<file path="src/rtl/qcl_add_sub_multiword.sv">
// Sequential multi-word unsigned add/sub: one width_p slice per cycle, LSB first.
// Ports: clk_i, reset_i (sync, active-high); v_i/ready_o/a_i/b_i in; v_o/yumi_i/s_o/c_o out.
module qcl_add_sub_multiword #(
  parameter int width_p          = 8,
  parameter int els_p            = 4,
  parameter int is_add_not_sub_p = 1
) (
  input  logic                       clk_i,
  input  logic                       reset_i,
  input  logic                       v_i,
  output logic                       ready_o,
  input  logic [width_p*els_p-1:0]   a_i,
  input  logic [width_p*els_p-1:0]   b_i,
  output logic                       v_o,
  input  logic                       yumi_i,
  output logic [width_p*els_p-1:0]   s_o,
  output logic                       c_o
);

  localparam int tot_lp = width_p * els_p;
  localparam int cnt_w_lp = (els_p > 1) ? $clog2(els_p) : 1;
  localparam logic [cnt_w_lp-1:0] last_lp = cnt_w_lp'(els_p - 1);

  if (width_p < 1) begin : g_bad_width
    $error("width_p must be >= 1");
  end
  if (els_p < 1) begin : g_bad_els
    $error("els_p must be >= 1");
  end

  typedef enum logic [1:0] {
    IDLE = 2'd0,
    BUSY = 2'd1,
    DONE = 2'd2
  } state_e;

  state_e                state_q, state_d;
  logic [tot_lp-1:0]     a_q, a_d;
  logic [tot_lp-1:0]     b_q, b_d;
  logic [tot_lp-1:0]     s_q, s_d;
  logic                  c_q, c_d;
  logic                  cy_q, cy_d;
  logic [cnt_w_lp-1:0]   cnt_q, cnt_d;

  logic                  last;
  int                    base;
  logic [width_p-1:0]    sl_a;
  logic [width_p-1:0]    sl_b;
  logic [width_p:0]      res;

  assign last = (cnt_q == last_lp);

  // State register plus datapath registers
  always_ff @(posedge clk_i) begin
    if (reset_i) begin
      state_q <= IDLE;
      a_q     <= '0;
      b_q     <= '0;
      s_q     <= '0;
      c_q     <= 1'b0;
      cy_q    <= 1'b0;
      cnt_q   <= '0;
    end else begin
      state_q <= state_d;
      a_q     <= a_d;
      b_q     <= b_d;
      s_q     <= s_d;
      c_q     <= c_d;
      cy_q    <= cy_d;
      cnt_q   <= cnt_d;
    end
  end

  // Next-state logic
  always_comb begin
    state_d = state_q;
    unique case (state_q)
      IDLE:    if (v_i) state_d = BUSY;
      BUSY:    if (last) state_d = DONE;
      DONE:    if (yumi_i) state_d = IDLE;
      default: state_d = IDLE;
    endcase
  end

  // Handshake outputs decode the registered state only
  always_comb begin
    ready_o = (state_q == IDLE);
    v_o     = (state_q == DONE);
  end

  // Slice datapath; res MSB is carry (add) or borrow (sub)
  always_comb begin
    base = int'(cnt_q) * width_p;
    sl_a = a_q[base +: width_p];
    sl_b = b_q[base +: width_p];
    if (is_add_not_sub_p != 0) begin
      res = {1'b0, sl_a} + {1'b0, sl_b} + {{width_p{1'b0}}, cy_q};
    end else begin
      res = {1'b0, sl_a} - {1'b0, sl_b} - {{width_p{1'b0}}, cy_q};
    end
  end

  always_comb begin
    a_d   = a_q;
    b_d   = b_q;
    s_d   = s_q;
    c_d   = c_q;
    cy_d  = cy_q;
    cnt_d = cnt_q;
    unique case (state_q)
      IDLE: begin
        if (v_i) begin
          a_d   = a_i;
          b_d   = b_i;
          cy_d  = 1'b0;
          cnt_d = '0;
        end
      end
      BUSY: begin
        s_d[base +: width_p] = res[width_p-1:0];
        cy_d = res[width_p];
        if (last) begin
          c_d   = res[width_p];
          cnt_d = '0;
        end else begin
          cnt_d = cnt_q + cnt_w_lp'(1);
        end
      end
      default: ;
    endcase
  end

  assign s_o = s_q;
  assign c_o = c_q;

endmodule

</file>
<file path="config.mk">
export PLATFORM = sky130hd
export DESIGN_NAME = qcl_add_sub_multiword
export DESIGN_NICKNAME = d
export VERILOG_FILES = /design/src/rtl/qcl_add_sub_multiword.sv
export SDC_FILE = /design/constraint.sdc
export NUM_CORES = 1
export LEC_CHECK = 0
export ABC_AREA = 1
export ABC_CLOCK_PERIOD_IN_PS = 4000
export CAP_MARGIN = 20
export CORE_MARGIN = 3
export CORE_UTILIZATION = 45
export DETAILED_ROUTE_END_ITERATION = 6
export HOLD_SLACK_MARGIN = 0.12
export PLACE_DENSITY = 0.84
export SYNTH_ARGS = -nofsm -noshare
export SYNTH_HDL_FRONTEND = slang
export SYNTH_SLANG_ARGS = --single-unit
</file>
<file path="constraint.sdc">
create_clock -name clk_i -period 4 [get_ports clk_i]
set_input_delay 0.4 -clock clk_i [delete_from_list [all_inputs] [get_ports clk_i]]
set_output_delay 0.4 -clock clk_i [all_outputs]
set_load 0.05 [all_outputs]
</file>
### Yosys cells after proc, flatten, opt, wreduce, memory -nomap -nowiden

Cells that the tools add are included.

* add/subtract/negate cells: 4
* multipliers: 0
* divide/modulo/power cells: 0
* magnitude comparators: 0
* eq/ne operators: 6
* shifts and indexed selects: 4
* multiplexer cells: 10
* bitwise operators: 0
* reductions and logical operators: 6

Operators by type and width (count)
* $shiftx A32 B6 Y8: 2
* $neg A5 Y33: 1
* $shift A8 B33 Y32 const A: 1
* $shiftx A8 B33 Y32: 1
* $bwmux W32: 1
* $mux W2: 5
* $add A8 B8 Y9: 1
* $add A9 B1 Y9: 1
* $pmux W2 S3: 1
* $reduce_and A2 Y1: 3
* $eq A2 B2 Y1 const B: 2
* $ne A2 B2 Y1 const B: 2
* $pmux W2 S2: 1
* $reduce_and A3 Y1: 1
* $add A2 B1 Y2 const B: 1
* $eq A2 B1 Y1 const B: 1
* $logic_not A2 Y1: 1
* $ne A2 B1 Y1 const B: 1
* $pmux W1 S2: 1
* $reduce_bool A2 Y1: 1
* $mux W1: 1

* flip-flop bits (word level): 102
* bits in latches: 0
* memory bits (writable): 0
* ROM bits: 0
* input port bits: 68
* output and inout port bits: 35
* word-level logic and storage cells: 37
* memories kept: 0

### Logic depth before layout (Yosys ltp)

Gate-level depths: netlist of run 1.

* depth after elaboration: 5
* depth in mapped cells: 16
* gate-level depth less buffers: 14

### Least setup slack after synthesis of run 1

Ideal clock, no wire load.

* path kind: reg-to-reg
* start point: reg cnt_q[0]
* end point: reg s_q[28] (netlist: s_o[28])
* setup time: 0.071 ns
* arrival time: 2.635 ns
* data required time: 3.929 ns
* slack: 1.295 ns
* stages on the path, launching flop included: 14
* path buffers: 2
* clock period less this slack: 2.705 ns
* cell sequence: dfxtp_1 inv_1 buf_2 buf_2 nor2_1 o22ai_1 fa_1 fa_1 nand2_1 nand2_1 and2_1 xor2_1 nand4_1 a21oi_1

* cells in the longest elaborated chain, start to end: 5
* elaborated cells between the ends (all ways): 8
* classes of those cells: add/sub (3); shift (4); mux (1)

Ends and longest elaborated chain
* from (decl): line 43 `logic [cnt_w_lp-1:0] cnt_q, cnt_d;`
* from (signal assigned): line 70 `cnt_q <= cnt_d;`
* $shiftx A32 B6 Y8, on equally long branches: line 94, 95
* $add A8 B8 Y9: line 97 `res = {1'b0, sl_a} + {1'b0, sl_b} + {{width_p{1'b0}}, cy_q};`
* $add A9 B1 Y9: line 97
* $shiftx A8 B33 Y32: line 120 `s_d[base +: width_p] = res[width_p-1:0];`
* $bwmux W32 (*): line 120
* to (signal assigned): line 59 `s_q <= '0;`
* to (signal assigned): line 67 `s_q <= s_d;`
* to (decl): line 40 `logic [tot_lp-1:0] s_q, s_d;`

Every way passes the cells marked *; elsewhere a longest branch is shown, timed or not.
A chain may end at the register's enable or synchronous reset.

### Final worst setup path of run 1

* start point: reg cnt_q[0]
* end point: reg s_q[12] (netlist: s_o[12])

Same word-level chain as after synthesis.

==> metrics, run 1 <==
number of diodes 0; cell taking the most area after synthesis dfxtp_1; mapped cell area 4503 um2; sequential area share after synthesis 0.4535; R2R Setup Slk 1.12 ns; syn_nets 703; share of the synthesized area in the top cell type 0.4535; vias in the first global route 3970; slew margin rel. 0.4416; Pleak 0.002250 uW; Final #Nets 786; Fin. Hold Viols 0; Mapped Cells 620; postcts setup bufs 0; layout cells sized above 1 0.04520; FF-to-FF End s_o[12]; fin util 0.6095; Max FO, Critical Path 23; Area after DPL 5583 um2; Starting Density 0.4761; vias per inst 5.155; H-tree levels 3; Worst Skew 0.01264 ns; number of synthesized register bits 102; period utilization 0.7190; Post-Route WL 11790 um; IR drop worst, VDD 0.0001580 V; Post-synth ARST share 0; clock-pin slew on the worst setup and hold paths 0.10 ns; RSZ-0062 raised after global routing no; CTS resizes 0; Worst-Margin Slew 0.8367 ns; r2r startpoint cnt_q[0]; DR WL/cell 14.09 um; DP Wirelength 8901 um; Total Routing Usage GR 0.2101; Final Slew Violations 0; Final Instance Area 5766 um2; Design Power 2262 uW; post-synth cell types 28; iteration count of the initial detailed-routing pass 4; maximum clock rate 0.3477 GHz; gpl congestion 0.9318; Worst Setup EP s_o[12]; Core Rows 35; Area Overhead vs Synth 28.04%; antenna viol nets, final 0; Via Count 4315; Hold Crit Class reg2reg; clk root buf clkbuf_8; number of synthesized flops with an enable pin 0; Die H 106.0 um; First DRT Iteration DRCs 197; top_reg_cell synth dfxtp_1; Max Cap Viol 0; initial antenna violation count 0; Num CTS Buffers 9; WP data arrival 3.18 ns; grt ovf 0; crit path capture type register; largest net degree at the start of global routing 67; minimum clock period 2.876 ns; CTS sink cnt 102; first-pass GRT wire length 19160 um; Worst Setup Start Kind register; die area 11240 um2; Syn Area/Cell 7.263 um2; setup violators final 0; CTS tree done; hold depth 2; synth top area cells dfxtp_1, nor2_1, o21ai_0; worst path required time 4.31 ns; status complete, no violations; CP Launch Point cnt_q[0]; Worst-Skew Late Latency 0.37 ns; TNS Setup 0 ns; core box area 9459 um2; Hold Buf Count CTS 0; DRC 0; worst hold slack 0.4659 ns; IO Port Bufs 102; R2R depth 11; critical path class reg2reg; Warnings, synthesis 0; P per Cell Area 392.3 nW/um2; clk buf depth 2; IO Pins 103; die width 106.0 um
## report_power, final
part	leakage, uW	total [uW]	internal, uW	switching (uW)
logic	0.00133	543	206	337
clock network	0.0000866	604	249	355
registers	0.000838	1120	1080	36.2
total	0.00225	2260	1530	728
## placed cells by master (no fill, tap or decap), types with 7 or more instances in the layout
master / instances
nor2_1: 176
dfxtp_1: 102
clkdlybuf4s50_1: 102
o21ai_0: 98
nand2_1: 76
a21oi_1: 34
inv_1: 21
o22ai_1: 16
nand3_1: 15
ha_1: 13
clkbuf_8: 10
nand4_1: 8
buf_4: 7
## critical path, stage by stage, from the launching register on
cell	delay [ns]
dfxtp_1	0.34
inv_1	0.27
o21ai_0	0.26
o22ai_1	0.13
fa_1	0.45
fa_1	0.42
nand2_1	0.09
nand2_1	0.06
and2_1	0.16
xor2_1	0.31
nand4_1	0.15
a21oi_1	0.16
## registers in the layout (all words and copies together), names as in the netlist
name     flops
a_q         32
b_q         32
c_o          1
cnt_q        2
cy_q         1
s_o         32
state_q      2
## stage by stage
step	instances	setup WS (ns)
after CTS	837	1.159
after global placement	821	1.297
after detailed placement	821	1.176
after floorplan	620	1.295
after global routing	837	0.8627
final	837	1.124
## layout make-up
class / instances / area (um2)
inverters: 23 / 86.33
repair buffers: 109 / 1074
flip-flops and latches: 102 / 2042
well taps: 129 / 161.4
clock inverters: 5 / 41.29
clock buffers: 11 / 141.4
fillers: 906 / 3694
multi-input cells: 458 / 2220
## synthesized netlist by cell type (2+ instances only)
library cell    n
nor2_1        176
dfxtp_1       102
o21ai_0        98
nand2_1        76
a21oi_1        34
clkbuf_1       23
inv_1          22
o22ai_1        16
nand3_1        15
ha_1           13
buf_2          10
nand4_1         8
a22oi_1         4
nor2_4          4
buf_1           3
xor2_1          3
fa_1            2
## cells by family after synthesis
family / synth area share
buffers and inverters: 0.05363
xor gates and xnor gates: 0.005836
and+or+nand+nor: 0.2628
adders and majority gates: 0.04501
DFF: 0.4535
AOI/OAI and AO/OA: 0.1792
## per-layer routing
metal  up-vias  GRT usage  part of all wire
met4         0    0.06475             0.015
met5         -          0                 0
met2       150     0.3593              0.50
met1      1941     0.2672              0.43
li1       2205          -                 -
met3        19    0.04189             0.057
## worst min path at each step
stage | startpoint | slack, ns | end
2_1_floorplan | b_q[16] | 0.45 | b_q[16]
3_3_place_gp | s_o[1] | 0.45 | s_o[1]
3_5_place_dp | s_o[16] | 0.46 | s_o[16]
4_1_cts | s_o[16] | 0.47 | s_o[16]
5_1_grt | s_o[17] | 0.50 | s_o[17]
6_report | s_o[16] | 0.47 | s_o[16]
(Power assumes the default switching activity.)
==> run 2, diff against run 1 <==
ABC_CLOCK_PERIOD_IN_PS = 2600   (was 4000)
PLACE_DENSITY = 0.87   (was 0.84)
clock period = 2.6 ns   (was 4 ns; I/O delays follow)
==> run 2 against run 1 <==
Compared with the run above: first-iteration DRC count rose by 38%; fmax grew 19%; clock power increased by 110%; highest routed layer unchanged.
==> metrics, run 2 (same netlist as run 1, synthesis figures left out) <==
Worst-Skew Late Latency 0.38 ns (about the same); Area Overhead vs Synth 32.65%; vias in the first global route 4295 (+8.2%); DRC 0 (unchanged); Core Rows 35 (unchanged); Final Slew Violations 0 (unchanged); Worst Skew 0.01029 ns (-0.002346 ns); IR drop worst, VDD 0.0002624 V (+66%); Final WS setup 0.1829 ns (-0.9413 ns); clk buf depth 2 (unchanged); Via Count 4485 (+3.9%); First DRT Iteration DRCs 272 (+38%); first-pass GRT wire length 20130 um (+5.1%); layout cells sized above 1 0.07778 (+0.03258); final non-filler cell total 849 (+1.4%); Max FO, Critical Path 17 (-26%); die area 11240 um2 (unchanged); Fin. Hold Viols 0 (unchanged); clk root buf clkbuf_8; Worst Setup Start Kind register; maximum clock rate 0.4137 GHz (+19%); Hold Buf Count CTS 0 (unchanged); Num CTS Buffers 9 (unchanged); most common cell after layout, fill and taps aside nor2_1; core box area 9459 um2 (unchanged); DP Wirelength 9360 um (+5.2%); CTS tree done; minimum clock period 2.417 ns (-0.4587 ns); status complete, no violations; Max Cap Viol 0 (unchanged); Design Power 3872 uW (+71%); Final #Nets 798 (+1.5%); RSZ-0062 raised after global routing yes; clock-pin slew on the worst setup and hold paths 0.11 ns (about the same); slew margin rel. 0.5909 (+0.1494); Die H 106.0 um (unchanged); DR WL/cell 14.63 um (+3.8%); crit path capture type register; Worst-Margin Slew 0.6129 ns (-0.2238 ns); Hold Crit Class reg2reg; Total Routing Usage GR 0.2212 (+0.01112); H-tree levels 3 (unchanged); Placed Cells 830 (+1.1%); Post-Route WL 12420 um (+5.3%); largest net degree at the start of global routing 67 (unchanged); period utilization 0.9297 (+0.2107); antenna viol nets, final 0 (unchanged); P per Cell Area 648.2 nW/um2 (+65%); critical path class reg2reg; die width 106.0 um (unchanged); fin util 0.6315 (+0.02196); WP data arrival 2.72 ns (-0.46 ns); iteration count of the initial detailed-routing pass 5 (+1); vias per inst 5.283 (+2.5%); number of diodes 0 (unchanged); grt ovf 0 (unchanged); IO Port Bufs 102 (unchanged); setup violators final 0 (unchanged); IO Pins 103 (unchanged); Starting Density 0.4761 (unchanged); Setup WS pre-CTS 0.07030 ns (-1.105 ns); worst path required time 2.91 ns (-1.40 ns); Pleak 0.002359 uW (+4.9%); CTS sink cnt 102 (unchanged); worst hold slack 0.4696 ns (+0.003664 ns); most frequent cells in the layout nor2_1, clkdlybuf4s50_1, dfxtp_1; gpl congestion 0.9383 (+0.70%); initial antenna violation count 0 (unchanged)
==> run 2: final cells by class <==
type	instances	area, um2
fill	846	3486
tap	129	161.4
inverter	23	86.33
clock inverter	7	127.6
clock buffer	9	123.9
timing repair buffer	121	1171
multi-input combinational	458	2256
sequential	102	2047
==> run 2: worst max-delay path: stages, from the launching register on <==
cell and delay, ns:
dfxtp_4 0.38, inv_1 0.18, buf_4 0.28, o21ai_1 0.12
o22ai_1 0.15, ha_1 0.30, nand3_1 0.09, nand3_1 0.13
xor2_1 0.26, nand2_1 0.08, nor2_1 0.15, nand2_1 0.07
a21oi_1 0.14
==> run 2: final timing paths <==
check | startpoint | to | slack, ns | depth (start not counted)
max | cnt_q[0] | s_o[27] | 0.18 | 12
min reg2reg | s_o[3] | s_o[3] | 0.47 | 2
max reg2reg | cnt_q[0] | s_o[27] | 0.18 | 12
min | s_o[3] | s_o[3] | 0.47 | 2
==> run 2: stage by stage <==
step | area, um2 | setup TNS (ns)
6_report | 5973 | 0
5_1_grt | 5973 | -0.05795
4_1_cts | 5911 | 0
3_5_place_dp | 5659 | 0
3_3_place_gp | 5659 | 0
2_1_floorplan | 4512 | 0
==> run 2: power by group <==
group | leakage (uW) | switching, uW | total [uW] | internal (uW)
sequential | 0.000839 | 59.6 | 1720 | 1660
clock | 0.000127 | 592 | 1250 | 656
combinational | 0.00139 | 537 | 903 | 366
==> run 2: metal layers <==
layer  up-vias  global-route usage  share of wire
li1       2227                   -              -
met1      2075              0.2646           0.42
met2       148              0.3866           0.50
met3        35             0.03886          0.047
met4         0              0.1008          0.030
met5         -                   0              0
==> run 2: repair_timing <==
action,in CTS,in global routing
gates resized for setup,0,18
setup endpoints to repair,0,26
setup buffers,0,3
